File: config.mk
export PLATFORM = sky130hd
export DESIGN_NAME = bti_arb2
export DESIGN_NICKNAME = d
export VERILOG_FILES = /design/src/rtl/bti_arb_pkg.sv /design/src/rtl/bti_arb_ostd_fifo.sv /design/src/rtl/bti_arb2.sv
export SDC_FILE = /design/constraint.sdc
export NUM_CORES = 1
export LEC_CHECK = 0
export BUFFER_PORTS_ARGS = -buffer_cell sky130_fd_sc_hd__buf_2
export CAP_MARGIN = 20
export CORE_AREA = 2 2 135 137
export CTS_BUF_LIST = sky130_fd_sc_hd__clkbuf_4
export CTS_CLUSTER_DIAMETER = 40
export DETAILED_ROUTE_END_ITERATION = 8
export DIE_AREA = 0 0 137 139
export PLACE_DENSITY = 0.52
export SLEW_MARGIN = 15
export SYNTH_ARGS = -nofsm -noshare
export SYNTH_HDL_FRONTEND = slang
export SYNTH_HIERARCHICAL = 1
export SYNTH_SLANG_ARGS = --single-unit
File: constraint.sdc
create_clock -name clk -period 5.44 [get_ports clk]
set_clock_uncertainty 0.05 [all_clocks]
set_input_delay 0 -clock clk [delete_from_list [all_inputs] [get_ports clk]]
set_output_delay 0 -clock clk [all_outputs]
set_load 0.05 [all_outputs]
File: src/rtl/bti_arb_pkg.sv
// Shared types for the two-requester BTI arbiter: arbiter id, lock state,
// default outstanding depth and the BTI command/transaction-id widths.
package bti_arb_pkg;

  localparam int OSTD_DEFAULT = 2;
  localparam int BTI_CW       = 2;
  localparam int BTI_TW       = 4;

  typedef enum logic [BTI_CW-1:0] {
    BTI_CMD_RD = 2'd0,
    BTI_CMD_WR = 2'd1
  } bti_cmd_e;

  typedef logic [0:0] arb_id_t;

  localparam arb_id_t ARB_M0 = 1'b0;
  localparam arb_id_t ARB_M1 = 1'b1;

  typedef enum logic {
    ARB_FREE   = 1'b0,
    ARB_LOCKED = 1'b1
  } arb_state_e;

  function automatic arb_id_t arb_other(input arb_id_t id);
    return ~id;
  endfunction

endpackage

File: src/rtl/bti_arb_ostd_fifo.sv
// Order FIFO remembering which requester owns each outstanding SRAM access.
// A push while full is dropped even if a pop lands in the same cycle.
module bti_arb_ostd_fifo #(
  parameter int DEPTH = 2,
  parameter int DW    = 1
) (
  input  logic                       clk,
  input  logic                       rst,
  input  logic                       i_push,
  input  logic [DW-1:0]              i_din,
  input  logic                       i_pop,
  output logic                       o_full,
  output logic                       o_empty,
  output logic [DW-1:0]              o_head,
  output logic [$clog2(DEPTH+1)-1:0] o_count
);

  localparam int PW = (DEPTH > 1) ? $clog2(DEPTH) : 1;
  localparam int CW = $clog2(DEPTH + 1);

  logic [DW-1:0] r_mem [DEPTH];
  logic [PW-1:0] r_wr_ptr;
  logic [PW-1:0] r_rd_ptr;
  logic [CW-1:0] r_count;
  logic          w_push;
  logic          w_pop;

  assign o_full  = (r_count == CW'(DEPTH));
  assign o_empty = (r_count == '0);
  assign o_head  = r_mem[r_rd_ptr];
  assign o_count = r_count;

  assign w_push = i_push && !o_full;
  assign w_pop  = i_pop && !o_empty;

  // DEPTH is a power of two, so the pointers wrap naturally.
  always_ff @(posedge clk or posedge rst) begin
    if (rst) begin
      r_wr_ptr <= '0;
      r_rd_ptr <= '0;
      r_count  <= '0;
      for (int i = 0; i < DEPTH; i++) r_mem[i] <= '0;
    end else begin
      if (w_push) begin
        r_mem[r_wr_ptr] <= i_din;
        r_wr_ptr        <= r_wr_ptr + PW'(1);
      end
      if (w_pop) r_rd_ptr <= r_rd_ptr + PW'(1);
      if (w_push && !w_pop) r_count <= r_count + CW'(1);
      else if (w_pop && !w_push) r_count <= r_count - CW'(1);
    end
  end

endmodule

File: src/rtl/bti_arb2.sv
// Two-to-one round-robin BTI arbiter in front of a single-port SRAM with
// in-order response routing; request and response paths are combinational.
module bti_arb2
  import bti_arb_pkg::*;
#(
  parameter int BTI_AW = 32,
  parameter int BTI_DW = 32,
  parameter int OSTD   = OSTD_DEFAULT
) (
  input  logic                       clk,
  input  logic                       rst,
  // requester 0
  input  logic                       i_m0_req_vld,
  output logic                       o_m0_req_rdy,
  input  logic [BTI_CW-1:0]          i_m0_req_cmd,
  input  logic [BTI_AW-1:0]          i_m0_req_addr,
  input  logic [BTI_DW-1:0]          i_m0_req_data,
  input  logic [BTI_DW/8-1:0]        i_m0_req_strobe,
  input  logic [BTI_TW-1:0]          i_m0_req_tid,
  output logic                       o_m0_rsp_vld,
  input  logic                       i_m0_rsp_rdy,
  output logic [BTI_DW-1:0]          o_m0_rsp_data,
  output logic                       o_m0_rsp_ok,
  output logic [BTI_TW-1:0]          o_m0_rsp_tid,
  // requester 1
  input  logic                       i_m1_req_vld,
  output logic                       o_m1_req_rdy,
  input  logic [BTI_CW-1:0]          i_m1_req_cmd,
  input  logic [BTI_AW-1:0]          i_m1_req_addr,
  input  logic [BTI_DW-1:0]          i_m1_req_data,
  input  logic [BTI_DW/8-1:0]        i_m1_req_strobe,
  input  logic [BTI_TW-1:0]          i_m1_req_tid,
  output logic                       o_m1_rsp_vld,
  input  logic                       i_m1_rsp_rdy,
  output logic [BTI_DW-1:0]          o_m1_rsp_data,
  output logic                       o_m1_rsp_ok,
  output logic [BTI_TW-1:0]          o_m1_rsp_tid,
  // shared SRAM side
  output logic                       o_s_req_vld,
  input  logic                       i_s_req_rdy,
  output logic [BTI_CW-1:0]          o_s_req_cmd,
  output logic [BTI_AW-1:0]          o_s_req_addr,
  output logic [BTI_DW-1:0]          o_s_req_data,
  output logic [BTI_DW/8-1:0]        o_s_req_strobe,
  output logic [BTI_TW-1:0]          o_s_req_tid,
  input  logic                       i_s_rsp_vld,
  output logic                       o_s_rsp_rdy,
  input  logic [BTI_DW-1:0]          i_s_rsp_data,
  input  logic                       i_s_rsp_ok,
  input  logic [BTI_TW-1:0]          i_s_rsp_tid,
  // debug view of arbiter state
  output logic                       o_dbg_ptr,
  output logic                       o_dbg_lock,
  output logic [$clog2(OSTD+1)-1:0]  o_dbg_cnt
);

  // Handshake rule on every channel: a transfer happens in a cycle where
  // vld and rdy are both high; vld/pkt must stay stable until that cycle.

  arb_id_t    r_ptr;
  arb_id_t    r_lock_id;
  arb_state_e r_state;

  arb_id_t               w_gnt;
  logic                  w_gnt_vld;
  logic [BTI_CW-1:0]     w_gnt_cmd;
  logic [BTI_AW-1:0]     w_gnt_addr;
  logic [BTI_DW-1:0]     w_gnt_data;
  logic [BTI_DW/8-1:0]   w_gnt_strobe;
  logic [BTI_TW-1:0]     w_gnt_tid;
  logic                  w_req_rdy;
  logic                  w_req_hs;
  logic                  w_full;
  logic                  w_empty;
  arb_id_t               w_head;
  logic                  w_rsp_pop;

  // A lock overrides the pointer; otherwise a lone requester always wins.
  always_comb begin
    w_gnt = r_ptr;
    if (r_state == ARB_LOCKED) w_gnt = r_lock_id;
    else if (i_m0_req_vld && !i_m1_req_vld) w_gnt = ARB_M0;
    else if (i_m1_req_vld && !i_m0_req_vld) w_gnt = ARB_M1;
  end

  always_comb begin
    w_gnt_vld    = i_m0_req_vld;
    w_gnt_cmd    = i_m0_req_cmd;
    w_gnt_addr   = i_m0_req_addr;
    w_gnt_data   = i_m0_req_data;
    w_gnt_strobe = i_m0_req_strobe;
    w_gnt_tid    = i_m0_req_tid;
    if (w_gnt == ARB_M1) begin
      w_gnt_vld    = i_m1_req_vld;
      w_gnt_cmd    = i_m1_req_cmd;
      w_gnt_addr   = i_m1_req_addr;
      w_gnt_data   = i_m1_req_data;
      w_gnt_strobe = i_m1_req_strobe;
      w_gnt_tid    = i_m1_req_tid;
    end
  end

  // rst gates the handshakes so nothing is offered or accepted in reset.
  assign w_req_rdy      = !rst && i_s_req_rdy && !w_full;
  assign o_s_req_vld    = !rst && w_gnt_vld && !w_full;
  assign o_s_req_cmd    = w_gnt_cmd;
  assign o_s_req_addr   = w_gnt_addr;
  assign o_s_req_data   = w_gnt_data;
  assign o_s_req_strobe = w_gnt_strobe;
  assign o_s_req_tid    = w_gnt_tid;
  assign o_m0_req_rdy   = w_req_rdy && (w_gnt == ARB_M0);
  assign o_m1_req_rdy   = w_req_rdy && (w_gnt == ARB_M1);
  assign w_req_hs       = o_s_req_vld && i_s_req_rdy;

  always_ff @(posedge clk or posedge rst) begin
    if (rst) begin
      r_ptr     <= ARB_M0;
      r_lock_id <= ARB_M0;
      r_state   <= ARB_FREE;
    end else begin
      if (w_req_hs) begin
        r_ptr   <= arb_other(w_gnt);
        r_state <= ARB_FREE;
      end else if (w_gnt_vld && !i_s_req_rdy) begin
        r_state   <= ARB_LOCKED;
        r_lock_id <= w_gnt;
      end else if (!w_gnt_vld) begin
        r_state <= ARB_FREE;
      end
    end
  end

  assign o_dbg_ptr  = r_ptr;
  assign o_dbg_lock = (r_state == ARB_LOCKED);

  bti_arb_ostd_fifo #(
    .DEPTH (OSTD),
    .DW    (1)
  ) u_order_fifo (
    .clk     (clk),
    .rst     (rst),
    .i_push  (w_req_hs),
    .i_din   (w_gnt),
    .i_pop   (w_rsp_pop),
    .o_full  (w_full),
    .o_empty (w_empty),
    .o_head  (w_head),
    .o_count (o_dbg_cnt)
  );

  // With nothing outstanding a response is swallowed rather than stalled.
  assign o_s_rsp_rdy = w_empty ? 1'b1 : ((w_head == ARB_M1) ? i_m1_rsp_rdy : i_m0_rsp_rdy);
  assign w_rsp_pop   = i_s_rsp_vld && o_s_rsp_rdy && !w_empty;

  assign o_m0_rsp_vld  = !rst && i_s_rsp_vld && !w_empty && (w_head == ARB_M0);
  assign o_m1_rsp_vld  = !rst && i_s_rsp_vld && !w_empty && (w_head == ARB_M1);
  assign o_m0_rsp_data = i_s_rsp_data;
  assign o_m0_rsp_ok   = i_s_rsp_ok;
  assign o_m0_rsp_tid  = i_s_rsp_tid;
  assign o_m1_rsp_data = i_s_rsp_data;
  assign o_m1_rsp_ok   = i_s_rsp_ok;
  assign o_m1_rsp_tid  = i_s_rsp_tid;

  a_no_stray_rsp : assert property (@(posedge clk) disable iff (rst)
    !(i_s_rsp_vld && w_empty))
    else $warning("bti_arb2: s_rsp with no outstanding request was dropped");

endmodule

; Yosys cells after proc, flatten, opt, wreduce, memory -nomap -nowiden
; Index checks and enable logic that the tools add are counted.
[totals]
in_bits = 193
register_bits = 9
wordCells = 76
output_inout_bits = 158
[op_classes]
n_lt_le_gt_ge = 3
reduce_logical = 32
n_addsub = 4
bitwise_logic = 5
mux = 22
eq_ne = 2
[ops]
columns = cell, n
row1 = 2-to-1 mux 32 bit, 2
row2 = logical AND 1 bit, 21
row3 = 2-to-1 mux 1 bit, 13
row4 = logical NOT 1 bit, 8
row5 = 2-to-1 mux 4 bit, 2
row6 = 2-to-1 mux 2 bit, 3
row7 = "greater-or-equal comparator 2 bit, second input constant", 2
row8 = inverter 1 -> 2 bit, 2
row9 = "inequality test 3 x 1 -> 1 bit, second input constant", 1
row10 = inverter 1 bit, 3
row11 = "adder 1 bit, second input constant", 2
row12 = "adder 2 x 1 -> 2 bit, second input constant", 1
row13 = bitwise mux 2 bit, 1
row14 = "equality test 2 bit, second input constant", 1
row15 = logical NOT 2 bit, 1
row16 = "less-than comparator 2 x 1 -> 1 bit, second input constant", 1
row17 = AND reduction 2 bit, 1
row18 = nonzero test 2 bit, 1
row19 = "subtractor 2 x 1 -> 2 bit, second input constant", 1
row20 = demux 1 bit (select 1 bit), 1

; Depth between registers and ports, before layout
; Gate-level depths: netlist of run 1.
[depth]
depth_word = 14
ltp_mapped = 9
depth_no_buf = 9

; Cells and area by module
; Netlist of run 1, hierarchy kept.
[by_module_without_submodules]
columns = module, area_each_um2, n_inst, cells_per_inst, seq_area_each_um2
row1 = bti_arb2, 1716.6, 1, 187, 75.1
row2 = bti_arb_ostd_fifo, 287.8, 1, 24, 150.1

; Worst setup path before layout of run 1
; No wires, ideal clock.
[synth_timing]
kind = register to output
startpoint = register u_order_fifo.r_count[0], in the netlist u_order_fifo/o_count[0]
endpoint = output o_m0_rsp_vld
arrival_time_ns = 2.528
path_slack_ns = 2.862
required_ns = 5.390
path_stages_with_launch = 3
path_buffers = 0
path_cell_list = dfrtp_1 > nor2_1 > nor4b_1
[synth_between]
elab_chain_len = 4
[synth_lines]
columns = item, line
row1 = "start, declared", bti_arb_ostd_fifo.sv:24  ; logic [CW-1:0] r_count;
row2 = "start signal, assigned", bti_arb_ostd_fifo.sv:49  ; if (w_push && !w_pop) r_count <= r_count + CW'(1);
row3 = "start signal, assigned", bti_arb_ostd_fifo.sv:50  ; else if (w_pop && !w_push) r_count <= r_count - CW'(1);
row4 = logical NOT 2 bit, bti_arb_ostd_fifo.sv:29  ; assign o_empty = (r_count == '0);
row5 = net w_empty, bti_arb2.sv:74  ; logic w_empty;
row6 = logical NOT 1 bit, bti_arb2.sv:155  ; assign o_m0_rsp_vld = !rst && i_s_rsp_vld && !w_empty && (w_head == ARB_M0);
row7 = logical AND 1 bit (2 in a row), bti_arb2.sv:155
row8 = "end, declared", bti_arb2.sv:20  ; output logic o_m0_rsp_vld,
; The timed path passes the listed nets, and every way through them passes these cells.

; Worst setup path after layout of run 1
[layout_timing]
startpoint = register r_ptr, in the netlist o_dbg_ptr
endpoint = output o_s_req_data[9]
[layout_between]
elab_chain_len = 4
[layout_lines]
columns = item, line
row1 = "start, declared", bti_arb2.sv:60  ; arb_id_t r_ptr;
row2 = "start signal, assigned", bti_arb2.sv:122  ; r_ptr <= arb_other(w_gnt);
row3 = 2-to-1 mux 1 bit, bti_arb2.sv:83  ; else if (i_m1_req_vld && !i_m0_req_vld) w_gnt = ARB_M1;
row4 = 2-to-1 mux 1 bit, bti_arb2.sv:82  ; else if (i_m0_req_vld && !i_m1_req_vld) w_gnt = ARB_M0;
row5 = 2-to-1 mux 1 bit, bti_arb2.sv:81  ; if (r_state == ARB_LOCKED) w_gnt = r_lock_id;
row6 = 2-to-1 mux 32 bit, bti_arb2.sv:93  ; if (w_gnt == ARB_M1) begin
row7 = "end, declared", bti_arb2.sv:43  ; output logic [BTI_DW-1:0] o_s_req_data,
; Every way passes these cells.

==> results of run 1 <==
[sequential cells by signal (all words and copies together) (netlist names)]
signal                 flops
o_dbg_lock                 1
o_dbg_ptr                  1
r_lock_id                  1
u_order_fifo/o_count       2
u_order_fifo/r_mem         2
u_order_fifo/r_rd_ptr      1
u_order_fifo/r_wr_ptr      1
[per-stage QoR]
stage	cells	cell area [um^2]	utilization, %
detailed placement	598	2870	16.3
global placement	598	2870	16.3
floorplan	211	2000	-
global route	640	3280	18.6
CTS	640	3280	18.6
finish	640	3280	18.6
[worst max path at each step]
stage / endpoint / startpoint / cells past startpoint / slack, ns
detailed placement: o_s_req_data[1] / o_dbg_ptr / 5 / 2.71
global route: o_s_req_data[1] / o_dbg_ptr / 5 / 2.26
floorplan: o_m0_rsp_vld / u_order_fifo/o_count[0] / 2 / 2.86
finish: o_s_req_data[9] / o_dbg_ptr / 5 / 2.48
CTS: o_s_req_data[1] / o_dbg_ptr / 5 / 2.42
global placement: o_s_req_data[1] / o_dbg_ptr / 5 / 2.77
[cells in the mapped netlist]
cell type / n
nand3b_1: 1
buf_6: 2
o2bb2ai_1: 1
a31oi_1: 1
nor2b_1: 2
o21ai_0: 4
a22o_1: 1
nor2_1: 7
nor4bb_1: 1
nor4b_1: 1
and2_1: 1
nand2_1: 2
nand2b_2: 1
buf_4: 80
a21o_1: 1
nand3_1: 1
mux2_1: 7
xnor2_1: 2
nor3_1: 1
and3b_1: 1
a211o_1: 1
ha_1: 1
inv_1: 5
or3b_2: 1
o31ai_4: 1
a21boi_1: 1
xor2_1: 3
mux2i_1: 1
mux2_2: 70
dfrtp_1: 9
[layout by cell type (no fill, tap or decap), types with 2 or more instances in the layout]
cell type,instances
xor2_1,3
buf_2,239
nor2b_1,2
dfrtp_1,9
o21ai_0,4
xnor2_1,2
mux2_1,7
nand2_1,2
clkbuf_4,4
dlygate4sd3_1,38
nor2_1,7
inv_1,5
mux2_2,70
[cells by family (layout without fill, tap and decap cells)]
kind of cell               count (synthesis)  after routing  share of synthesized area (%)
AOI/OAI and AO/OA                         11             11                           4.43
and+or+nand+nor                           20             20                           5.74
DFF                                        9              9                           11.2
xor gates and xnor gates                   5              5                           2.19
muxes                                     78             78                           43.8
adders and majority gates                  1              1                          0.624
buffers and inverters                     87            287                           32.0
[power by group through the flow]
stage | logic (uW) | clock network (uW) | registers (uW)
after floorplan | 1270 | 0 | 174
after global placement | 1440 | 0 | 135
final | 1560 | 58.2 | 135
after detailed placement | 1440 | 0 | 135
after CTS | 1570 | 60.7 | 135
after global routing | 1630 | 61.9 | 140
[layer usage]
layer	routed length [um]	track usage, %	vias up
li1	-	-	1063
met1	4260	12.5	935
met2	3730	12.3	160
met3	895	1.32	2
met4	5	0.543	0
met5	0	0	-
[worst max-delay path, delay by kind of cell (launching register included)]
family                 cells  cell delay, ns
buffers and inverters      2            0.97
DFF                        1            0.39
AOI/OAI and AO/OA          2            0.79
muxes                      1            0.43
[area by class of cell]
type / count / share of cell area (%)
clock buffer: 4 / 0.915
inverter: 5 / 0.572
sequential: 9 / 6.86
multi-input combinational: 115 / 34.7
tap: 229 / 8.73
timing repair buffer: 278 / 48.3
==> impl_metrics.json, run 1 <==
{
  "status": "finished, final reports clean",
  "cpMaxStageDelayCell": "buf_4",
  "n_antenna_cell": 0,
  "ff2ff_path_depth": 4,
  "power_leakage_uw": 0.00168,
  "cts-root-buf": "clkbuf_4",
  "grt_max_degree": 66,
  "arrival_ns": 2.91,
  "antenna_left": 0,
  "critPathLaunchType": "flop",
  "post-route-drc-count": 0,
  "grt_pass1_wl_um": 11800,
  "cts.clk_slew.worst_paths_ns": 0.07,
  "synth_seq_area_share_pct": 11.2,
  "initial_utilization_pct": 11.4,
  "crit_path_max_incr_delay_ns": 0.75,
  "core_um2": 17700,
  "multi_input_area_um2": 1140,
  "die_y_um": 139,
  "setup_viol": 0,
  "htree_levels": 1,
  "hold_path_end": "r_lock_id",
  "layout.nets": 606,
  "grt_pass1_vias": 2058,
  "drive_above_1_share_pct": 77.1,
  "r2r_start": "o_dbg_ptr",
  "cp-end-kind": "primary output",
  "maxSlewViolCount": 0,
  "maxCapViolations": 0,
  "max-slew-margin-rel_pct": 30.9,
  "clkPwrFrac_pct": 3.3,
  "fin_ws_ns": 2.48,
  "synth_area_leaders": "mux2_2 (39%), buf_4 (30%), dfrtp_1 (11%), mux2_1 (3.9%), nor2_1 (1.3%)",
  "combPwrFrac_pct": 89.0,
  "drt_iter0_drc": 42,
  "tritoncts": "built",
  "chipWidth_um": 137,
  "tightest_slew_ns": 1.03,
  "fmax_mhz": 337,
  "place_ws_ns": 2.71,
  "grt_setup_unrepaired": "no",
  "whs_path_depth": 3,
  "ff_latch_area_um2": 225,
  "dieArea_um2": 19000,
  "finalPower_uw": 1760,
  "crit_fanout": 65,
  "area_delta_synth_final_pct": 63.7,
  "fin_hold_ws_ns": 0.0147,
  "p_seq_share_pct": 7.7,
  "ir_drop_mv": 0.274,
  "fin_crit_sh_pct": 54.5,
  "synth_top_area_share_pct": 39.3,
  "required_ns": 5.39,
  "hp-class": "input pin to flop",
  "cts_buffers": 3,
  "routedWlPerCell_um": 13.9,
  "p_int_uw": 586,
  "io_pins": 351,
  "fin_crit_ns": 2.96,
  "avgSynthCellArea_um2": 9.50,
  "p_sw_uw": 1170,
  "dr.pass1.iters": 4,
  "netlist_area_um2": 2000,
  "nFillCells": 1997,
  "reg2reg_to": "r_lock_id",
  "crit_type": "flop to primary output",
  "synth-seq-cells": 9,
  "ctsLongestPathBuffers": 2,
  "routed_wl_um": 8890,
  "hold_violations": 0,
  "clk_latency_ns": 0.26,
  "postCtsSetupBuffers": 0,
  "dp_hpwl_um": 7330,
  "antenna_found_initial": 0,
  "syn_nets": 405,
  "cts_resized": 0,
  "via_count": 2160,
  "grt_overflow": 0,
  "yosysWarnings": 6,
  "fin_setup_tns_ns": 0,
  "r2r_setup_slack_ns": 3.14,
  "gp_congestion": 0.813,
  "yosys.area.top_type": "mux2_2",
  "crit_chain": "a21boi_1, o31ai_4, buf_4, mux2_2, buf_2",
  "io_buffers": 239,
  "hold_start": "i_m0_req_vld",
  "grtUsageTotal_pct": 8.14,
  "holdBufCountCts": 38,
  "clock_sinks": 9,
  "synth_cell_type_count": 30,
  "rows": 49,
  "synthCells": 211,
  "swShare_pct": 66.6,
  "detail_route.vias_per_cell": 3.38,
  "powerDensity_nw_per_um2": 535
}
No activity file was read; power rests on OpenSTA's default activity.
==> run 2, diff against run 1 <==
- PLACE_DENSITY: 0.52 -> 0.53
- clock period: 5.44 -> 2.5 ns (I/O delays scaled with it)
==> run 2 against run 1 <==
Against the previous run:
- clock-buffer cell count did not move
- via count is 1.9% higher
- die area unchanged
- sequential power increased by 120%
- critical path type is now flop to flop
==> impl_metrics.json, run 2 (synthesized netlist as in run 1, its figures left out) <==
{
  "status": "finished, final reports clean",
  "nFillCells": 1976,
  "grt_pass1_vias": 2017,
  "finalPower_uw": 3890,
  "antenna_found_initial": 5,
  "area_delta_synth_final_pct": 65.5,
  "routedWlPerCell_um": 14.5,
  "cts.clk_slew.worst_paths_ns": 0.06,
  "critPathLaunchType": "flop",
  "dr.pass1.iters": 4,
  "fmax_mhz": 443,
  "fin_crit_sh_pct": 90.4,
  "gp_congestion": 0.784,
  "stdcell_count": 645,
  "die_y_um": 139,
  "clk_latency_ns": 0.26,
  "io_pins": 351,
  "powerDensity_nw_per_um2": 1170,
  "detail_route.vias_per_cell": 3.41,
  "layout.nets": 607,
  "grt_pass1_wl_um": 12000,
  "ir_drop_mv": 0.786,
  "initial_utilization_pct": 11.4,
  "fin_crit_ns": 2.26,
  "ff_latch_area_um2": 225,
  "rows": 49,
  "crit_fanout": 6,
  "setup_viol": 0,
  "dpl.cell_count": 599,
  "grtUsageTotal_pct": 8.44,
  "required_ns": 2.60,
  "via_count": 2200,
  "fin_setup_tns_ns": 0,
  "io_buffers": 239,
  "routed_wl_um": 9330,
  "max-slew-margin-rel_pct": 30.5,
  "antenna_left": 0,
  "grt_setup_unrepaired": "no",
  "power_leakage_uw": 0.00169,
  "drt_iter0_drc": 46,
  "hold_violations": 0,
  "mostFrequentLayoutCells": "buf_2 (239), mux2_2 (70), dlygate4sd3_1 (38)",
  "htree_levels": 1,
  "grt_max_degree": 45,
  "post-route-drc-count": 0,
  "arrival_ns": 2.36,
  "hp-class": "input pin to flop",
  "layout_commonest_cell": "buf_2",
  "cts-root-buf": "clkbuf_4",
  "multi_input_area_um2": 1140,
  "postCtsSetupBuffers": 0,
  "cts_buffers": 3,
  "ctsLongestPathBuffers": 2,
  "tritoncts": "built",
  "cp-end-kind": "flop",
  "chipWidth_um": 137,
  "tightest_slew_ns": 1.04,
  "drive_above_1_share_pct": 77.4,
  "core_um2": 17700,
  "clock_sinks": 9,
  "maxCapViolations": 0,
  "dp_hpwl_um": 7950,
  "crit_type": "flop to flop",
  "maxSlewViolCount": 0,
  "grt_overflow": 0,
  "dieArea_um2": 19000
}
run 2: changes by cell type in the layout (fill, tap and decap cells not counted), sizes merged:
cell | before | now
buf | 240 | 241
diode | 0 | 4
run 2: what timing repair did:
| action | 4_1_cts | 5_1_grt |
|---|---|---|
| hold buffers | 38 | 0 |
| gates resized for setup | 0 | 0 |
| endpoints found under the hold margin | 83 | 0 |
run 2: path summary, 6_finish.rpt:
| path | startpoint | endpoint | slack [ns] | depth (start not counted) |
|---|---|---|---|---|
| max in group asynchronous | rst | u_order_fifo/o_count[1] | 2.02 | 3 |
| max reg2reg | u_order_fifo/o_count[0] | u_order_fifo/o_count[1] | 0.24 | 9 |
| min reg2reg | u_order_fifo/r_wr_ptr | u_order_fifo/r_wr_ptr | 0.43 | 1 |
| min | i_m0_req_vld | r_lock_id | 0.03 | 3 |
| min in group asynchronous | rst | o_dbg_ptr | 0.16 | 3 |
| max | u_order_fifo/o_count[0] | u_order_fifo/o_count[1] | 0.24 | 9 |
run 2: worst max-delay path, stage by stage (launching register included):
cell,delay [ns]
dfrtp_1,0.44
nand2b_2,0.18
inv_1,0.06
or3b_2,0.49
nor2_1,0.18
and2_1,0.19
ha_1,0.18
xor2_1,0.16
nor2_1,0.07
xor2_1,0.13
run 2: layout make-up:
cell class | count | share of cell area, %
Inverter | 5 | 0.566
Multi-Input combinational cell | 115 | 34.5
Antenna cell | 4 | 0.302
Timing Repair Buffer | 279 | 48.3
Sequential cell | 9 | 6.79
Clock buffer | 4 | 0.905
Tap cell | 229 | 8.64
run 2: per-stage QoR:
step / utilization, % / setup slack [ns] / cell area (um^2) / hold WS, ns
6_report: 18.8 / 0.241 / 3320 / 0.0292
4_1_cts: 18.7 / 0.226 / 3310 / 0.0201
3_3_place_gp: 16.4 / 0.313 / 2900 / -0.103
3_5_place_dp: 16.4 / 0.261 / 2900 / -0.106
2_1_floorplan: - / 0.0185 / 2010 / -0.296
5_1_grt: 18.8 / 0.0870 / 3310 / 0.0374
run 2: power breakdown:
group / switching [uW] / leakage, uW / total (uW) / internal, uW
combinational: 2470 / 0.00157 / 3480 / 1010
sequential: 73.2 / 0.000103 / 291 / 217
clock: 49.4 / 0.0000184 / 122 / 72.2
run 2: routing by layer:
metal,vias up,track usage [%],routed length (um)
li1,1066,-,-
met1,974,9.95,3590
met2,151,14.8,4500
met3,7,3.29,1190
met4,2,0.977,40
met5,-,0,13
